## src/rtl/trena_rx_medida.sv

```systemverilog
// Receiver for the tape-measure packet: 7E2 serial characters, three ASCII digits then '#'.
// Each valid packet is published as 12-bit BCD with a one-cycle pronto pulse.
module trena_rx_medida #(
  parameter int BAUD_DIV = 434,
  parameter int HALF_DIV = BAUD_DIV / 2
) (
  input  logic        clock,
  input  logic        reset,
  input  logic        entrada_serial,
  output logic [11:0] medida,
  output logic        pronto,
  output logic        erro,
  output logic [3:0]  db_estado
);

  localparam int TW = $clog2(BAUD_DIV);
  localparam logic [TW-1:0] BAUD_LAST = TW'(BAUD_DIV - 1);
  localparam logic [TW-1:0] HALF_LAST = TW'(HALF_DIV - 1);

  typedef enum logic [3:0] {
    INICIAL  = 4'h0,
    ESPERA   = 4'h1,
    START    = 4'h2,
    DADOS    = 4'h3,
    PARIDADE = 4'h4,
    STOP1    = 4'h5,
    STOP2    = 4'h6,
    AVALIA   = 4'h7,
    FALHA    = 4'hE
  } estado_t;

  function automatic logic paridade_ok(input logic [6:0] d, input logic p);
    return ~(^{p, d});
  endfunction

  function automatic logic eh_digito(input logic [6:0] c);
    return (c >= 7'h30) && (c <= 7'h39);
  endfunction

  estado_t        estado_q, estado_d;
  logic           sync1_q, sync2_q;
  logic [TW-1:0]  tick_q, tick_d;
  logic [2:0]     nbit_q, nbit_d;
  logic [6:0]     dado_q, dado_d;
  logic           par_q, par_d;
  logic [1:0]     idx_q, idx_d;
  logic [11:0]    dig_q, dig_d;
  logic [11:0]    medida_q, medida_d;
  logic           pronto_q, pronto_d;
  logic           erro_q, erro_d;
  logic           linha_s, fim_bit_s, fim_meio_s;

  assign linha_s    = sync2_q;
  assign fim_bit_s  = (tick_q == BAUD_LAST);
  assign fim_meio_s = (tick_q == HALF_LAST);

  // Character FSM, bit timing and packet assembly
  always_comb begin
    estado_d = estado_q;
    tick_d   = tick_q + TW'(1);
    nbit_d   = nbit_q;
    dado_d   = dado_q;
    par_d    = par_q;
    idx_d    = idx_q;
    dig_d    = dig_q;
    medida_d = medida_q;
    pronto_d = 1'b0;
    erro_d   = 1'b0;
    case (estado_q)
      INICIAL: begin
        tick_d   = '0;
        estado_d = ESPERA;
      end
      ESPERA: begin
        tick_d = '0;
        if (!linha_s) estado_d = START;
        else          estado_d = ESPERA;
      end
      START: begin
        if (fim_meio_s) begin
          tick_d = '0;
          nbit_d = 3'd0;
          if (linha_s) estado_d = ESPERA;
          else         estado_d = DADOS;
        end else begin
          estado_d = START;
        end
      end
      DADOS: begin
        if (fim_bit_s) begin
          tick_d = '0;
          dado_d = {linha_s, dado_q[6:1]};
          nbit_d = nbit_q + 3'd1;
          if (nbit_q == 3'd6) estado_d = PARIDADE;
          else                estado_d = DADOS;
        end else begin
          estado_d = DADOS;
        end
      end
      PARIDADE: begin
        if (fim_bit_s) begin
          tick_d   = '0;
          par_d    = linha_s;
          estado_d = STOP1;
        end else begin
          estado_d = PARIDADE;
        end
      end
      STOP1, STOP2: begin
        if (fim_bit_s) begin
          tick_d = '0;
          if (!linha_s) begin
            estado_d = FALHA;
            erro_d   = 1'b1;
            idx_d    = 2'd0;
          end else if (estado_q == STOP1) begin
            estado_d = STOP2;
          end else begin
            estado_d = AVALIA;
          end
        end else begin
          estado_d = estado_q;
        end
      end
      AVALIA: begin
        tick_d   = '0;
        estado_d = ESPERA;
        if (!paridade_ok(dado_q, par_q)) begin
          erro_d = 1'b1;
          idx_d  = 2'd0;
        end else if (idx_q != 2'd3) begin
          if (eh_digito(dado_q)) begin
            case (idx_q)
              2'd0:    dig_d[11:8] = dado_q[3:0];
              2'd1:    dig_d[7:4]  = dado_q[3:0];
              default: dig_d[3:0]  = dado_q[3:0];
            endcase
            idx_d = idx_q + 2'd1;
          end else begin
            erro_d = 1'b1;
            idx_d  = 2'd0;
          end
        end else if (dado_q == 7'h23) begin
          medida_d = dig_q;
          pronto_d = 1'b1;
          idx_d    = 2'd0;
        end else begin
          erro_d = 1'b1;
          idx_d  = 2'd0;
        end
      end
      FALHA: begin
        tick_d = '0;
        if (linha_s) estado_d = ESPERA;
        else         estado_d = FALHA;
      end
      default: begin
        tick_d   = '0;
        estado_d = INICIAL;
      end
    endcase
  end

  // State and output registers; the line synchronizer idles high
  always_ff @(posedge clock) begin
    if (!reset) begin
      sync1_q  <= 1'b1;
      sync2_q  <= 1'b1;
      estado_q <= INICIAL;
      tick_q   <= '0;
      nbit_q   <= 3'd0;
      dado_q   <= 7'd0;
      par_q    <= 1'b0;
      idx_q    <= 2'd0;
      dig_q    <= 12'h000;
      medida_q <= 12'h000;
      pronto_q <= 1'b0;
      erro_q   <= 1'b0;
    end else begin
      sync1_q  <= entrada_serial;
      sync2_q  <= sync1_q;
      estado_q <= estado_d;
      tick_q   <= tick_d;
      nbit_q   <= nbit_d;
      dado_q   <= dado_d;
      par_q    <= par_d;
      idx_q    <= idx_d;
      dig_q    <= dig_d;
      medida_q <= medida_d;
      pronto_q <= pronto_d;
      erro_q   <= erro_d;
    end
  end

  assign medida    = medida_q;
  assign pronto    = pronto_q;
  assign erro      = erro_q;
  assign db_estado = estado_q;

endmodule
```

## config.mk

```make
export PLATFORM = sky130hd
export DESIGN_NAME = trena_rx_medida
export DESIGN_NICKNAME = d
export VERILOG_FILES = /design/src/rtl/trena_rx_medida.sv
export SDC_FILE = /design/constraint.sdc
export NUM_CORES = 1
export LEC_CHECK = 0
export CAP_MARGIN = 5
export CORE_UTILIZATION = 46
export DETAILED_ROUTE_END_ITERATION = 10
export PLACE_DENSITY = 0.77
export SLEW_MARGIN = 15
export SYNTH_ARGS = -nofsm -noshare
export SYNTH_HDL_FRONTEND = slang
export SYNTH_SLANG_ARGS = --single-unit
```

## constraint.sdc

```tcl
create_clock -name clock -period 2.9 [get_ports clock]
set_clock_uncertainty 0.2 [all_clocks]
set_input_delay 0.29 -clock clock [delete_from_list [all_inputs] [get_ports clock]]
set_output_delay 0.29 -clock clock [all_outputs]
set_load 0.02 [all_outputs]
```

# Word-level counts from Yosys, hierarchy flattened
# Cells that the tools add are included.
[op_classes] addsub=3 magnitude_cmp=2 eq_ne=18 mux=31 n_bitwise=5 n_reduce_logical=19
[ops] op="one-hot mux 4 bit (7 select lines)" n=1
[ops] op="2-to-1 mux 4 bit" n=5
[ops] op="2-to-1 mux 9 bit" n=2
[ops] op="one-hot mux 9 bit (2 select lines)" n=1
[ops] op="== test 4 x 3 -> 1 bit, second input constant" n=4
[ops] op="AND reduction 5 bit" n=3
[ops] op="2-to-1 mux 2 bit" n=7
[ops] op="!= test 2 bit, second input constant" n=5
[ops] op="adder 9 x 1 -> 9 bit, second input constant" n=1
[ops] op="== test 9 x 8 -> 1 bit, second input constant" n=1
[ops] op="== test 9 bit, second input constant" n=1
[ops] op="2-to-1 mux 1 bit" n=9
[ops] op="2-to-1 mux 3 bit" n=3
[ops] op="== test 4 x 2 -> 1 bit, second input constant" n=2
[ops] op="OR reduction 4 bit" n=2
[ops] op="parity 8 bit" n=1
[ops] op="== test 7 x 6 -> 1 bit, second input constant" n=1
[ops] op=">= comparator 7 x 6 -> 1 bit, second input constant" n=1
[ops] op="less-or-equal comparator 7 x 6 -> 1 bit, second input constant" n=1
[ops] op="one-hot mux 3 bit (2 select lines)" n=1
[ops] op="AND reduction 3 bit" n=2
[ops] op="OR reduction 2 bit" n=3
[ops] op="NOT 1 bit" n=5
[ops] op="== test 4 x 1 -> 1 bit, second input constant" n=1
[ops] op="other kinds (13)" n=15
[word_totals] ff_bits=54 input_bits=3 wordCells=92

# Logic depth before layout (Yosys ltp)
# Gate-level depths: netlist of the first run.
[depth] depth_word=6 ltp_mapped=9 mapped_depth_nobuf=7

# Worst setup path after synthesis of the first run
# OpenSTA, ideal clock, no wires.
[synth_timing] kind="register -> register" start="reg dado_q[1]" end="reg medida_q[0] (netlist: medida[0])" arrival_time_ns=1.742 required_ns=2.628 setup_slack_ns=0.886 stages_incl_launch_ff=10 period_less_slack_ns=2.014 cell_sequence="dfxtp_1 > inv_1 > ha_1 > xnor3_1 > xnor2_1 > and2_1 > buf_6 > nand2_4 > buf_8 > mux2i_1"
[synth_via] elab_chain_cells=3 word_cells_on_any_way=4 classes_between="eq/ne (1); bitwise (1); reduce/logical (2)"
[synth_rtl] element="start: declaration" line="44" source="logic [6:0] dado_q, dado_d;"
[synth_rtl] element="start signal: assignment" line="185" source="dado_q <= dado_d;"
[synth_rtl] element="parity 8 bit" line="33" source="return ~(^{p, d});"
[synth_rtl] element="NOT 1 bit (no source line)"
[synth_rtl] element="AND reduction 4 bit (no source line) (*)"
[synth_rtl] element="end signal: assignment" line="189" source="medida_q <= medida_d;"
[synth_rtl] element="end: declaration" line="48" source="logic [11:0] medida_q, medida_d;"
# Every way passes the cells marked *; elsewhere a longest branch is shown, timed or not.
# A chain may end at the register's enable or synchronous reset.

# Worst setup path after layout of the first run
[layout_timing] start="reg dado_q[1]" end="reg dig_q[10]"
[layout_via] elab_chain_cells=3 word_cells_on_any_way=6 classes_between="order compare (2); bitwise (1); reduce/logical (3)"
[layout_rtl] element=">= comparator 7 x 6 -> 1 bit (tied with other cells)" line="37" source="return (c >= 7'h30) && (c <= 7'h39);"
[layout_rtl] element="logical AND 1 bit / NOT 1 bit (equally long branches)"
[layout_rtl] element="AND reduction 5 bit (no source line) (*)"
[layout_rtl] element="end signal: assignment" line="188" source="dig_q <= dig_d;"
[layout_rtl] element="end: declaration" line="47" source="logic [11:0] dig_q, dig_d;"
# Marked as above.

==> impl_results.md, run 1 <==
* Yosys top cell area share at 0.4158
* Number of synthesized register bits at 54
* Fillcell total at around 490
* CTS clk-pin slew, worst paths at 0.09 ns
* Initial Util at 0.4751
* TritonCTS Sinks at between 50 and 60
* Worst EP arrival at ~2.3 ns
* Pwr/cell area at 410.3 mW/mm²
* Footprint of the multi-input gates at 0.001391 mm²
* Final cycle utilization of the critical path at 0.8076
* CTS Root Cell: clkbuf_8
* Worst-path fanout max at 6
* Leak pwr at between 1 and 1.5 nW
* DR pass1 iterations at 4
* Std-Cell Rows at 27
* Synth Cell Area at 0.002600 mm²
* Synth Flop Type: dfxtp_1
* Die X at a little under 80 µm
* Setup TNS at 0 ns
* Initial antenna violation count at 0
* DRC at 0
* Area contributors post-synth: dfxtp_1 (42%), mux2i_1 (10%), ha_1 (7.2%), nand2_1 (5.5%), nor2_1 (5.1%)
* Skew-Pair Late Insertion Delay at 0.30 ns
* Placed insts at 366
* Worst vdd ir at between 200 and 250 µV
* Leading area contributor after synthesis: dfxtp_1
* Largest net degree at the start of global routing at 29
* Post-DP HPWL at 3427 µm
* Via density at 5.281
* Cts hold-fix bufs at 0
* Placer Congestion at 0.8413
* Antenna-violating nets left at 0
* Final Hold Violating Endpoints at 0
* Diode count at 0
* WL per Instance at 12.84 µm
* Via count at around 2,000
* FF+latch area at 0.001081 mm²
* Yosys cell types at between 40 and 50
* IO Pins at 21
* Routed Wire Length at between 4000 and 5000 µm
* Syn Inst Count at 285
* Core Region at roughly 0.0055 mm²
* Nets@finish at 319
* DIE AREA at 0.005957 mm²
* Crit Path Class: reg -> reg
* CTS max path bufs at 2
* GR Util All Layers at 0.1746
* Final Util at 0.5336
* Initial drt markers at 110
* Synth Area per Inst at 9.123 µm²
* Reg2Reg Setup Slack at 0.56 ns
* Layout Cells excl Fill at 374
* Max-cap viol count at 0
* Post-synthesis sequential area ratio at 0.4158
* Net Count, Synth at just over 300
* IO buf count at 20
* Max Fclk at 427.0 MHz
* Status: finished clean
* Async set-or-reset flop fraction in the synthesized netlist at 0
* Placed instance area at about 0.0028 mm²
* Crit path required time at 2.89 ns
* Die span in y at 77.18 µm
* Fin crit period at 2.342 ns
* Worst-Margin Slew at 0.6337 ns
* Final Setup Violations at 0
* TritonCTS clock tree: yes
* Share of layout cells above drive strength 1 at 0.06623
* Final Cell Area at 0.002920 mm²
* Crit end category: register
* EDFF count, synth at 0
* Postcts setup bufs at 0
* Vias in the first global route at 1,931
* Grt ovf at 0
* # resized after CTS at 0
* Worst Hold Class: reg -> reg
* RSZ-0062 raised after global routing: false
* Inserted Clock Buffers at 5
* Final Max Tran Viols at 0
* First-pass GRT wire length at 8459 µm
* H-tree depth at 2
* Worst slew margin at 0.5747
* Ys Warns at 0
* Area grow syn2layout at 12.32%
* CP startpoint kind: register
==> registers in the layout (all words and copies together) (netlist names) <==
register and cells:
sync1_q 1, tick_q 9, db_estado 4, medida 12, idx_q 2, dig_q 12
erro 1, linha_s 1, pronto 1, nbit_q 3, par_q 1, dado_q 7
==> cell families after synthesis <==
family                   after synthesis  synth area share
AO/OA/AOI/OAI                         28           0.06545
XOR/XNOR                              13           0.04908
adder cells (fa/ha/maj)               15           0.07218
buffers and inverters                 28           0.04908
flip-flops                            54            0.4158
multiplexers                          27            0.1039
AND/OR/NAND/NOR                      120            0.2445
==> cell type report <==
| cell class | count | share of cell area |
|---|---|---|
| Multi-Input combinational cell | 203 | 0.4764 |
| Clock buffer | 6 | 0.02485 |
| Timing Repair Buffer | 22 | 0.07369 |
| Tap cell | 72 | 0.03085 |
| Clock inverter | 2 | 0.004713 |
| Inverter | 15 | 0.01928 |
| Sequential cell | 54 | 0.3702 |
==> routing by layer <==
metal  track usage  part of all wire  wire [µm]
met5             0                 0          0
met4       0.07547             0.015         72
met3       0.02381             0.033        157
met2        0.2965              0.49       2341
met1        0.2190              0.46       2230
==> synthesized netlist by cell type, drive strengths merged, types with 3 or more instances <==
cell type,number
mux2i,27
a31oi,4
nand2,39
buf,5
xor2,8
nand2b,4
nor4,3
xnor2,4
clkbuf,8
a21oi,10
ha,15
nor3,4
inv,15
nand4,5
o21ai,7
nand3,13
nor2,35
dfxtp,54
==> cells in the final DEF (no fill, tap or decap), types with 3 or more instances in the layout <==
cell / instances
nor3_1: 4
ha_1: 15
nand3_1: 10
clkbuf_8: 5
nor2_1: 35
nand2b_1: 4
mux2i_1: 27
o21ai_0: 5
inv_1: 15
nand3_2: 3
a31oi_1: 4
dfxtp_1: 54
a21oi_1: 10
xor2_1: 8
nand2_1: 38
nand4_1: 5
clkdlybuf4s50_1: 20
xnor2_1: 4
==> per-stage QoR <==
stage / hold WS (ns) / setup WS, ns / power, mW
6_report: 0.2331 / 0.5581 / 1.198
2_1_floorplan: 0.1863 / 0.8862 / 0.7998
5_1_grt: 0.2600 / 0.3881 / 1.252
4_1_cts: 0.2316 / 0.5431 / 1.206
3_5_place_dp: 0.2045 / 0.6365 / 0.8126
3_3_place_gp: 0.2056 / 0.6895 / 0.8125
==> path summary, 6_finish.rpt <==
kind,startpoint,endpoint,cells past startpoint
max,dado_q[1],dig_q[10],7
min,sync1_q,linha_s,1
max reg2reg,dado_q[1],dig_q[10],7
min reg2reg,sync1_q,linha_s,1
==> report_power, final <==
part	switching, mW	leakage [nW]	internal, mW	total [mW]
Combinational	0.0278	0.765	0.0168	0.0446
Sequential	0.00749	0.436	0.744	0.752
Clock	0.231	0.0452	0.171	0.402
Total	0.266	1.25	0.932	1.20
==> critical path: stages (launching register included) <==
cell and delay [ns]:
dfxtp_1 0.41, inv_1 0.10, ha_1 0.30, xnor3_1 0.24
xnor2_1 0.23, and2_1 0.36, nand3_2 0.22, mux2i_1 0.17
(Power assumes the default switching activity.)
==> inputs of run 2 (changes only) <==
--- a/config.mk
+++ b/config.mk
@@ -8,7 +8,7 @@
 export CAP_MARGIN = 5
 export CORE_UTILIZATION = 46
 export DETAILED_ROUTE_END_ITERATION = 10
-export PLACE_DENSITY = 0.77
+export PLACE_DENSITY = 0.8
 export SLEW_MARGIN = 15
 export SYNTH_ARGS = -nofsm -noshare
 export SYNTH_HDL_FRONTEND = slang
==> constraint.sdc (replaced) <==
create_clock -name clock -period 1.9 [get_ports clock]
set_clock_uncertainty 0.2 [all_clocks]
set_input_delay 0.19 -clock clock [delete_from_list [all_inputs] [get_ports clock]]
set_output_delay 0.19 -clock clock [all_outputs]
set_load 0.02 [all_outputs]
==> run 2 against run 1 <==
Effect of this change: the flow now finishes with violations (setup timing); critical path type unchanged; critical path depth stayed put; largest power group unchanged; hold slack worse by 0.0088 ns; cell count is 11% higher; global-route usage is 2.0 points higher; final area is 20% higher; routed wire length is 25% higher.
==> impl_results.md, run 2 (synthesis results as in run 1) <==
* Final Cell Area at 0.003513 mm² (was 0.002920 mm²)
* TritonCTS Sinks at 54 (unchanged)
* WL per Instance at 14.41 µm (was 12.84 µm)
* Place WS at -0.1857 ns (was 0.6365 ns)
* Final WS setup at -0.1082 ns (was 0.5581 ns)
* Fin crit period at 2.008 ns (was 2.342 ns)
* Layout Cells excl Fill at 417 (was 374)
* GR Util All Layers at 0.1944 (was 0.1746)
* CTS Root Cell: clkbuf_8 (unchanged)
* Initial Util at 0.4751 (unchanged)
* TritonCTS clock tree: yes (unchanged)
* Footprint of the multi-input gates at 0.001603 mm² (was 0.001391 mm²)
* Violated checks: setup timing
* IO Pins at 21 (unchanged)
* Grt ovf at 0 (unchanged)
* Die span in y at 77.18 µm (unchanged)
* Die X at 77.18 µm (unchanged)
* Vias in the first global route at 2,095 (was 1,931)
* Cts hold-fix bufs at 0 (unchanged)
* RSZ-0062 raised after global routing: true (was false)
* Reg-to-Reg End: dig_q[10] (unchanged)
* Fillcell total at 390 (was 493)
* Worst slew margin at 0.7486 (was 0.5747)
* Share of layout cells above drive strength 1 at 0.3101 (was 0.06623)
* Hold path start: sync1_q (unchanged)
* Final Max Tran Viols at 0 (unchanged)
* CTS clk-pin slew, worst paths at 0.11 ns (was 0.09 ns)
* H-tree depth at 2 (unchanged)
* DRC at 0 (unchanged)
* Via count at 2,227 (was 1,975)
* Post-DP HPWL at 3811 µm (was 3427 µm)
* Core Region at 0.005473 mm² (unchanged)
* Final Setup Violations at 28 (was 0)
* DIE AREA at 0.005957 mm² (unchanged)
* Crit end category: register (unchanged)
* DR pass1 iterations at 5 (was 4)
* Commonest non-fill, non-tap cell in the layout: dfxtp_1 (unchanged)
* Final Hold Violating Endpoints at 0 (unchanged)
* Worst-path fanout max at 6 (unchanged)
* Std-Cell Rows at 27 (unchanged)
* Final cycle utilization of the critical path at 1.057 (was 0.8076)
* Final Total Pwr at 1.926 mW (was 1.198 mW)
* Reg2Reg Setup Slack at -0.11 ns (was 0.56 ns)
* Antenna-violating nets left at 0 (unchanged)
* Area grow syn2layout at 35.13% (was 12.32%)
* Worst-Margin Slew at 0.3759 ns (was 0.6337 ns)
* First-pass GRT wire length at 9335 µm (was 8459 µm)
* Initial antenna violation count at 0 (unchanged)
* CP startpoint kind: register (unchanged)
* IO buf count at 20 (unchanged)
* Crit Path Class: reg -> reg (unchanged)
* Worst Hold Class: reg -> reg (unchanged)
* CTS max path bufs at 2 (unchanged)
* Worst vdd ir at 291.5 µV (was 207.5 µV)
* Leak pwr at 1.549 nW (was 1.246 nW)
* Pwr/cell area at 548.1 mW/mm² (was 410.3 mW/mm²)
* Crit Reg-Reg Startpoint: dado_q[1] (unchanged)
* Routed Wire Length at 6007 µm (was 4801 µm)
* Crit path required time at 1.90 ns (was 2.89 ns)
* Largest net degree at the start of global routing at 31 (was 29)
* Placer Congestion at 0.9110 (was 0.8413)
* Skew-Pair Late Insertion Delay at 0.32 ns (was 0.30 ns)
* Diode count at 0 (unchanged)
* Inserted Clock Buffers at 5 (unchanged)
* Initial drt markers at 96 (was 110)
* Status: finished with violations (was finished clean)
* Worst EP arrival at 2.01 ns (was 2.33 ns)
* Placed insts at 401 (was 366)
* FF+latch area at 0.001099 mm² (was 0.001081 mm²)
* Max Fclk at 498.0 MHz (was 427.0 MHz)
* Nets@finish at 362 (was 319)
* Worst-case hold path end point: linha_s (unchanged)
* Hold Path Depth at 1 (unchanged)
* Commonest non-fill, non-tap cells in the layout: dfxtp_1 (40), nand2_1 (37), buf_4 (37) (was dfxtp_1 (54), nand2_1 (38), nor2_1 (35))
* Placed instance area at 0.003127 mm² (was 0.002834 mm²)
* Via density at 5.341 (was 5.281)
* Reg2reg path depth at 7 (unchanged)
* Max-cap viol count at 0 (unchanged)
* Final Util at 0.6420 (was 0.5336)
-- run 2: layout make-up --
class,count,area share
Clock buffer,5,0.01959
Clock inverter,3,0.008191
Inverter,15,0.01603
Multi-Input combinational cell,204,0.4562
Sequential cell,54,0.3127
Tap cell,72,0.02564
Timing Repair Buffer,64,0.1617
-- run 2: critical path: stages (launching register included) --
cell,delay [ns]
dfxtp_2,0.35
inv_2,0.05
ha_4,0.25
xnor3_1,0.25
xnor2_2,0.21
and2_4,0.31
nand3_4,0.14
mux2i_1,0.15
-- run 2: what timing repair did --
item / CTS / global route
buffers inserted: 2 / 4
pin swaps: 7 / 12
resized for setup: 19 / 38
cloned: 0 / 2
endpoints found under the setup margin: 40 / 43
-- run 2: routing by layer --
metal | global-route usage | share of wire
met5 | 0 | 0
met2 | 0.3434 | 0.50
met3 | 0.03452 | 0.040
met1 | 0.2278 | 0.44
met4 | 0.08491 | 0.024
-- run 2: power breakdown --
group          internal (mW)  total (mW)  switching, mW
Sequential              1.14        1.14        0.00719
Combinational         0.0369      0.0924         0.0555
Clock                  0.276       0.689          0.413
Total                   1.45        1.93          0.476
-- run 2: how the worst max path moves through the flow --
stage                          from   endpoint  slack (ns)
after detailed placement  dado_q[1]   dig_q[4]       -0.19
after global placement    dado_q[1]   dig_q[4]       -0.13
final                     dado_q[1]  dig_q[10]       -0.11
after floorplan           dado_q[0]  medida[0]       -0.06
after global routing      dado_q[1]   dig_q[1]       -0.20
after CTS                 dado_q[1]  dig_q[10]       -0.05
-- run 2: per-stage QoR --
stage / setup TNS, ns / hold WS (ns)
6_report: -2.473 / 0.2243
5_1_grt: -4.488 / 0.2521
4_1_cts: -0.3210 / 0.2315
3_5_place_dp: -4.472 / 0.1985
3_3_place_gp: -2.902 / 0.2114
2_1_floorplan: -0.5080 / 0.09147
